$ cat config.mk
export PLATFORM = sky130hd
export DESIGN_NAME = reg_fifo_flat
export DESIGN_NICKNAME = d
export VERILOG_FILES = /design/src/rtl/reg_fifo_pkg.sv /design/src/rtl/reg_fifo_if.sv /design/src/rtl/reg_fifo_ptr.sv /design/src/rtl/reg_fifo.sv /design/src/flat_wrapper.sv
export SDC_FILE = /design/constraint.sdc
export NUM_CORES = 1
export LEC_CHECK = 0
export ABC_AREA = 1
export ABC_CLOCK_PERIOD_IN_PS = 2700
export BUFFER_PORTS_ARGS = -buffer_cell sky130_fd_sc_hd__buf_2
export CAP_MARGIN = 0
export CORE_AREA = 4 4 109 111
export CTS_CLUSTER_DIAMETER = 30
export CTS_CLUSTER_SIZE = 30
export DETAILED_ROUTE_END_ITERATION = 7
export DIE_AREA = 0 0 113 115
export GPL_TIMING_DRIVEN = 0
export PLACE_DENSITY = 0.75
export SLEW_MARGIN = 15
export SYNTH_ARGS = -nofsm -noshare
export SYNTH_HDL_FRONTEND = slang
export SYNTH_SLANG_ARGS = --single-unit
$ cat constraint.sdc
create_clock -name clk -period 2.7 [get_ports clk]
set_input_delay 0.27 -clock clk [delete_from_list [all_inputs] [get_ports clk]]
set_output_delay 0.27 -clock clk [all_outputs]
set_load 0.05 [all_outputs]
$ cat src/rtl/reg_fifo_pkg.sv
// rtl/reg_fifo_pkg.sv - shared width helpers for the reg_fifo slice
package reg_fifo_pkg;

    function automatic int ptr_w(input int depth);
        int w;
        w = $clog2(depth);
        return (w < 1) ? 1 : w;
    endfunction

    function automatic int cnt_w(input int depth);
        return $clog2(depth + 1);
    endfunction

endpackage

$ cat src/rtl/reg_fifo_if.sv
// rtl/reg_fifo_if.sv - producer/consumer handshake bundle for reg_fifo
interface reg_fifo_if #(
    parameter int width = 32,
    parameter int depth = 4
);
    import reg_fifo_pkg::*;

    logic [width-1:0]          in;
    logic                      in_valid;
    logic                      in_ready;
    logic [width-1:0]          out;
    logic                      out_valid;
    logic                      out_ready;
    logic [cnt_w(depth)-1:0]   count;

    modport master (
        output in, in_valid, out_ready,
        input  in_ready, out, out_valid, count
    );

    modport slave (
        input  in, in_valid, out_ready,
        output in_ready, out, out_valid, count
    );

endinterface

$ cat src/rtl/reg_fifo_ptr.sv
// rtl/reg_fifo_ptr.sv - circular-buffer pointer that wraps from depth-1 to 0
module reg_fifo_ptr
    import reg_fifo_pkg::*;
#(
    parameter int depth = 4,
    parameter int pw    = ptr_w(depth)
) (
    input  logic          clk,
    input  logic          reset,
    input  logic          adv_i,
    output logic [pw-1:0] ptr_o
);

    logic [pw-1:0] ptr_q;
    logic [pw-1:0] ptr_d;

    // Explicit wrap so non-power-of-two depths never index past the last entry
    always_comb begin
        ptr_d = ptr_q;
        if (adv_i) begin
            ptr_d = (ptr_q == pw'(depth - 1)) ? '0 : ptr_q + pw'(1);
        end
    end

    always_ff @(posedge clk or negedge reset) begin
        if (!reset) begin
            ptr_q <= '0;
        end else begin
            ptr_q <= ptr_d;
        end
    end

    assign ptr_o = ptr_q;

endmodule

$ cat src/rtl/reg_fifo.sv
// rtl/reg_fifo.sv - depth-entry register FIFO with valid/ready on both sides; REG_FIFO_BYPASS_EN adds empty-FIFO bypass
module reg_fifo
    import reg_fifo_pkg::*;
#(
    parameter int               width = 32,
    parameter int               depth = 4,
    parameter logic [width-1:0] def   = '0
) (
    input  logic        clk,
    input  logic        reset,
    reg_fifo_if.slave   bus
);

    localparam int PW = ptr_w(depth);
    localparam int CW = cnt_w(depth);

    logic [width-1:0] mem_q [depth];
    logic [PW-1:0]    wr_ptr;
    logic [PW-1:0]    rd_ptr;
    logic [CW-1:0]    cnt_q;
    logic [CW-1:0]    cnt_d;

    logic             empty;
    logic             in_ready;
    logic             out_valid;
    logic [width-1:0] out_data;
    logic             push;
    logic             pop;

    assign empty    = (cnt_q == '0);
    assign in_ready = (cnt_q != CW'(depth));

`ifdef REG_FIFO_BYPASS_EN
    logic pass;

    // An empty FIFO with a ready consumer hands the word straight through untouched
    assign pass      = empty && bus.in_valid && bus.out_ready;
    assign out_valid = !empty || bus.in_valid;
    assign out_data  = !empty      ? mem_q[rd_ptr] :
                       bus.in_valid ? bus.in        : def;
    assign push      = bus.in_valid && in_ready && !pass;
    assign pop       = !empty && bus.out_ready;
`else
    assign out_valid = !empty;
    assign out_data  = out_valid ? mem_q[rd_ptr] : def;
    assign push      = bus.in_valid && in_ready;
    assign pop       = out_valid && bus.out_ready;
`endif

    always_comb begin
        cnt_d = cnt_q;
        case ({push, pop})
            2'b10:   cnt_d = cnt_q + CW'(1);
            2'b01:   cnt_d = cnt_q - CW'(1);
            default: cnt_d = cnt_q;
        endcase
    end

    always_ff @(posedge clk or negedge reset) begin
        if (!reset) begin
            cnt_q <= '0;
        end else begin
            cnt_q <= cnt_d;
        end
    end

    always_ff @(posedge clk) begin
        if (push) begin
            mem_q[wr_ptr] <= bus.in;
        end
    end

    reg_fifo_ptr #(.depth(depth), .pw(PW)) u_wr_ptr (
        .clk   (clk),
        .reset (reset),
        .adv_i (push),
        .ptr_o (wr_ptr)
    );

    reg_fifo_ptr #(.depth(depth), .pw(PW)) u_rd_ptr (
        .clk   (clk),
        .reset (reset),
        .adv_i (pop),
        .ptr_o (rd_ptr)
    );

    assign bus.in_ready  = in_ready;
    assign bus.out_valid = out_valid;
    assign bus.out       = out_data;
    assign bus.count     = cnt_q;

endmodule
$ cat src/flat_wrapper.sv
// flat-port wrapper written by rule: the top's interface ports become plain ports
module reg_fifo_flat import reg_fifo_pkg::*;
#(
    parameter int               width = 32,
    parameter int               depth = 4,
    parameter logic [width-1:0] def   = '0
)
  (clk, reset, bus_in, bus_in_valid, bus_out_ready, bus_in_ready, bus_out, bus_out_valid, bus_count);
  reg_fifo_if #(.width(width), .depth(depth)) bus_i ();
  input  logic clk;
  input  logic reset;
  input wire logic [$bits(bus_i.in)-1:0] bus_in;
  input wire logic [$bits(bus_i.in_valid)-1:0] bus_in_valid;
  input wire logic [$bits(bus_i.out_ready)-1:0] bus_out_ready;
  output wire logic [$bits(bus_i.in_ready)-1:0] bus_in_ready;
  output wire logic [$bits(bus_i.out)-1:0] bus_out;
  output wire logic [$bits(bus_i.out_valid)-1:0] bus_out_valid;
  output wire logic [$bits(bus_i.count)-1:0] bus_count;
  assign bus_i.in = bus_in;
  assign bus_i.in_valid = bus_in_valid;
  assign bus_i.out_ready = bus_out_ready;
  assign bus_in_ready = bus_i.in_ready;
  assign bus_out = bus_i.out;
  assign bus_out_valid = bus_i.out_valid;
  assign bus_count = bus_i.count;
  reg_fifo #(.width(width), .depth(depth), .def(def)) u_core (.clk(clk), .reset(reset), .bus(bus_i));
endmodule
Yosys cells after proc, flatten, opt, wreduce, memory -nomap -nowiden --
Memories as Yosys holds them, arrays and structs flattened. Index checks and enable logic that the tools add are counted.
Storage, ports and cells: bits of input ports 36, register bits after elaboration 7, output and inout bits 37, memory bits (writable) 128, memories kept 1, word-level logic and storage cells 24
Operators by class: reductions and logical operators 5, mux-type cells 6, equal/unequal tests 5, $add $sub $neg 4
Memories:
- u_core.mem_q | depth 4, width 32, rd ports 1, clocked after memory_dff 0, write ports 1, line reg_fifo.sv:17 | logic [width-1:0] mem_q [depth];
Operator list (number):
- 32-bit two-way mux | 1
- 2-bit == test (second input constant) | 3
- 3-bit one-hot mux with 2 select lines | 1
- 2-bit by 1-bit adder with 2-bit output (second input constant) | 2
- 2-bit two-way mux | 2
- 3-bit by 1-bit adder with 3-bit output (second input constant) | 1
- 3-bit zero test | 1
- 3-bit != test (second input constant) | 1
- 3-bit by 1-bit subtractor with 3-bit output (second input constant) | 1
- 2-bit by 1-bit == test with 1-bit output (second input constant) | 1
- 1-bit logical AND | 2
- 1-bit two-way mux | 2
- 2-bit nonzero test | 1
- 1-bit zero test | 1

Depth between registers and ports, before layout --
depth after elaboration 5, gate-level depth with buffers 12

Modules after synthesis --
From an unflattened synthesis, not the netlist that was laid out.
Unflattened totals: cell total of the unflattened synthesis 561, area, all modules 6032.0 um^2
By module, submodules not included:
- reg_fifo | instances 1, area an instance 5846.9 um^2, cells each 539
- reg_fifo_ptr | instances 2, area an instance 92.6 um^2, cells each 11

Worst setup path before layout --
No wires, ideal clock.
kind register -> register, start point reg u_core.cnt_q[1] (netlist: u_core.bus.count[1]), end point mem u_core.mem_q[0][0], enable pin, library setup time 0.421 ns, arrival time 2.915 ns, stages on the path, launching flop included 5, slack -0.636 ns, data required time 2.279 ns, cell sequence dfrtp_1 > inv_2 > nand3_1 > nand2_1 > nor2_1
Between the ends: longest elaborated chain between the ends 4
RTL lines:
- from (decl) | line reg_fifo.sv:20 | logic [CW-1:0] cnt_q;
- from (signal assigned) | line reg_fifo.sv:63 | cnt_q <= cnt_d;
- 3-bit != test | line reg_fifo.sv:31 | assign in_ready = (cnt_q != CW'(depth));
- named net bus_in_ready | line flat_wrapper.sv:15 | output wire logic [$bits(bus_i.in_ready)-1:0] bus_in_ready;
- 1-bit logical AND | line reg_fifo.sv:46 | assign push = bus.in_valid && in_ready;
- 1-bit two-way mux | line reg_fifo.sv:68 | if (push) begin
- 1-bit two-way mux (not written as such) | line reg_fifo.sv:69 | mem_q[wr_ptr] <= bus.in;
- to (decl) | line reg_fifo.sv:17
The timed path passes the listed nets, and every way through them passes these cells.

Final worst setup path --
start point reg u_core.u_rd_ptr.ptr_q[1] (netlist: u_core.u_rd_ptr.ptr_o[1]), end point out bus_out[13]
Between the ends: longest elaborated chain between the ends 2
RTL lines:
- from (decl) | line reg_fifo_ptr.sv:14 | logic [pw-1:0] ptr_q;
- from (signal assigned) | line reg_fifo_ptr.sv:29 | ptr_q <= ptr_d;
- memory read 4 x 32 bit
- 32-bit two-way mux | line reg_fifo.sv:45 | assign out_data = out_valid ? mem_q[rd_ptr] : def;
- to (decl) | line flat_wrapper.sv:16 | output wire logic [$bits(bus_i.out)-1:0] bus_out;
Every way passes these cells.

==> summary.md <==
| Metric | Value |
|---|---|
| Status | finished, final reports clean |
| IO buf count | 72 |
| Placed cell area | 0.00655 mm² |
| Placed cell count | 778 |
| Leading area contributor after synthesis | edfxtp_1 |
| Hold-fix buffers at CTS | 34 |
| CP startpoint kind | flip-flop |
| Final instance area | 0.00742 mm² |
| Rows | 38 |
| Pins Over Slew Limit | 0 |
| DP Worst Slack | 0.577 ns |
| RSZ-0062 raised after global routing | false |
| Post-CTS Setup Repair Bufs | 0 |
| Yosys cell types | 19 |
| Clock Sink Count | 135 |
| Flop pwr share | 0.306 |
| Post-DRT Antenna Nets | 0 |
| Critical R2R Launch | u_core.bus.count[0] |
| Detailed Route WL | 13.0 mm |
| HPWL Detailed | 7.93 mm |
| Final Hold Viols | 0 |
| R2R depth | 10 |
| HP Start | bus_out_ready |
| Post-Syn Nets | 605 |
| Post-layout util | 0.687 |
| DIE AREA | 0.0130 mm² |
| Vias per inst | 4.96 |
| Power density over cell area | 1270 mW/mm² |
| Worst slew pin tran | 0.572 ns |
| Area grow syn2layout | 26.0% |
| Most common cell after layout, fill and taps aside | nand2_1 |
| Ant diodes | 0 |
| # fillers | 762 |
| CTS clk-pin slew, worst paths | 0.06 ns |
| Largest net degree at the start of global routing | 24 |
| PnR worst setup slack | 0.359 ns |
| Minimum clock period after layout | 2.34 ns |
| Leak Pwr | 3.42 nW |
| Sequential cell area fraction in the yosys report | 0.683 |
| GRT Util Overall | 0.210 |
| First-pass GRT wire length | 20.6 mm |
| Post-DR wirelength/cell | 15.4 µm |
| Most frequent cells in the layout | nand2_1 (143), inv_1 (137), edfxtp_1 (128), buf_2 (90), nand3_1 (67) |
| Final Non-Filler Cells | 844 |
| Clock root cell | clkbuf_8 |
| Remaining global-route overflow | 0 |
| Die height | 115 µm |
| Max IR drop VDD | 832 µV |
| Min Hold Slack | 0.101 ns |
| I/O Pins | 73 |
| Crit path required time | 2.43 ns |
| Cell internal pwr | 5.09 mW |
| Setup_tns | 0 ns |
| Vias in the first global route | 4206 |
| Sw Share | 0.461 |
| Die Wd | 113 µm |
| Arr. time, crit path | 2.07 ns |
| CTS tree | built |
| Fmax | 427 MHz |
| Worst slew margin | 0.618 |
| Setup violators final | 0 |
| Nets | 734 |
| Worst Setup SP | u_core.u_rd_ptr.ptr_o[1] |
| Clk_skew | 0.00716 ns |
| Total CTS buffers | 17 |
| Syn avg cell area | 10.5 µm² |
| PostCTS Resize Cnt | 0 |
| Share of cells above drive strength 1 | 0.199 |
| Period utilisation layout | 0.867 |
| Worst setup EP type | primary output |
| H-tree levels | 4 |
| Drc violations | 0 |
| Crit-path max FO | 10 |
| Synth top area share | 0.653 |
| Hold Crit Depth | 3 |
| Syn. warnings | 0 |
| First drt pass iteration count | 7 |
| Clock Latency Late Sink | 0.52 ns |
| Initial antenna violation count | 0 |
| MaxCap Viol Count | 0 |
| GP Congestion | 0.755 |
| Clock share of power | 0.218 |
| Setup CP Type | reg2out |
| Seq cells post-synth | 135 |
| Initial Util | 0.545 |
| Synth top area cells | edfxtp_1 (65%), nand2_1 (9.1%), inv_1 (8.7%) |
| Clock buffer depth | 2 |
| Psw | 4.35 mW |
| Final Total Pwr | 9.44 mW |
| Initial DRC count | 287 |
| Synth Cell Area | 0.00589 mm² |
| Cells after Synth | 562 |
| Hold Crit Class | in2reg |
| Total core area | 0.0108 mm² |
| Logic pwr share | 0.477 |
| Via count | 4187 |
==> worst paths after layout <==
kind                                       endpoint  slack (ns)
setup / recovery                        bus_out[13]        0.36
hold / removal             u_core.u_rd_ptr.ptr_o[0]        0.10
setup reg to reg                u_core.bus.count[2]        0.56
hold reg to reg                 u_core.bus.count[0]        0.51
max in group asynchronous       u_core.bus.count[1]        2.42
min in group asynchronous       u_core.bus.count[2]        0.12
==> logic make-up (layout without fill, tap and decap cells) <==
| kind of cell | Yosys count | in the layout | share of synthesized area |
|---|---|---|---|
| simple gates | 217 | 217 | 0.155 |
| xor+xnor | 1 | 1 | 0.00149 |
| compound gates | 35 | 35 | 0.0298 |
| buf+inv | 167 | 309 | 0.115 |
| fa+ha+maj | 7 | 7 | 0.0162 |
| flops | 135 | 135 | 0.683 |
==> flip-flops by register name, indices dropped and copies added (netlist names) <==
| signal | flops |
|---|---|
| u_core.u_rd_ptr.ptr_o | 2 |
| u_core.mem_q | 128 |
| u_core.u_wr_ptr.ptr_o | 2 |
| u_core.bus.count | 3 |
==> worst max-delay path: stages (launching register included) <==
cell	delay, ns
dfrtp_1	0.37
buf_2	0.16
inv_2	0.09
buf_2	0.28
nand3_1	0.11
a21oi_1	0.22
buf_2	0.30
==> metal layers <==
metal	GRT usage	vias to the layer above	share of wire
li1	-	2038	-
met1	0.251	1946	0.40
met2	0.369	178	0.51
met3	0.0537	25	0.071
met4	0.0745	0	0.020
met5	0	-	0
==> power by group through the flow <==
| stage | Combinational [mW] | Clock [mW] | Sequential (mW) |
|---|---|---|---|
| after global routing | 4.85 | 2.19 | 2.92 |
| final | 4.50 | 2.06 | 2.89 |
| after detailed placement | 4.46 | 0 | 2.93 |
| after CTS | 4.52 | 2.07 | 2.89 |
| after floorplan | 3.18 | 0 | 2.98 |
| after global placement | 4.27 | 0 | 2.93 |
==> cell usage after synthesis, drive strengths merged <==
library cell / number
inv: 144
nand3: 68
a21oi: 32
xnor2: 1
nor2: 4
dfrtp: 7
fa: 1
edfxtp: 128
ha: 6
buf: 23
nand4: 1
nand2: 143
or2: 1
o21ai: 3
==> area by class of cell <==
type	count	area [µm²]	area share
Clock inverter	13	108	0.0145
Buffer	23	139	0.0187
Multi-Input combinational cell	260	1220	0.164
Inverter	144	541	0.0729
Timing Repair Buffer	110	796	0.107
Tap cell	140	175	0.0236
Clock buffer	19	422	0.0568
Sequential cell	135	4020	0.542
No activity file was read; power rests on OpenSTA's default activity.
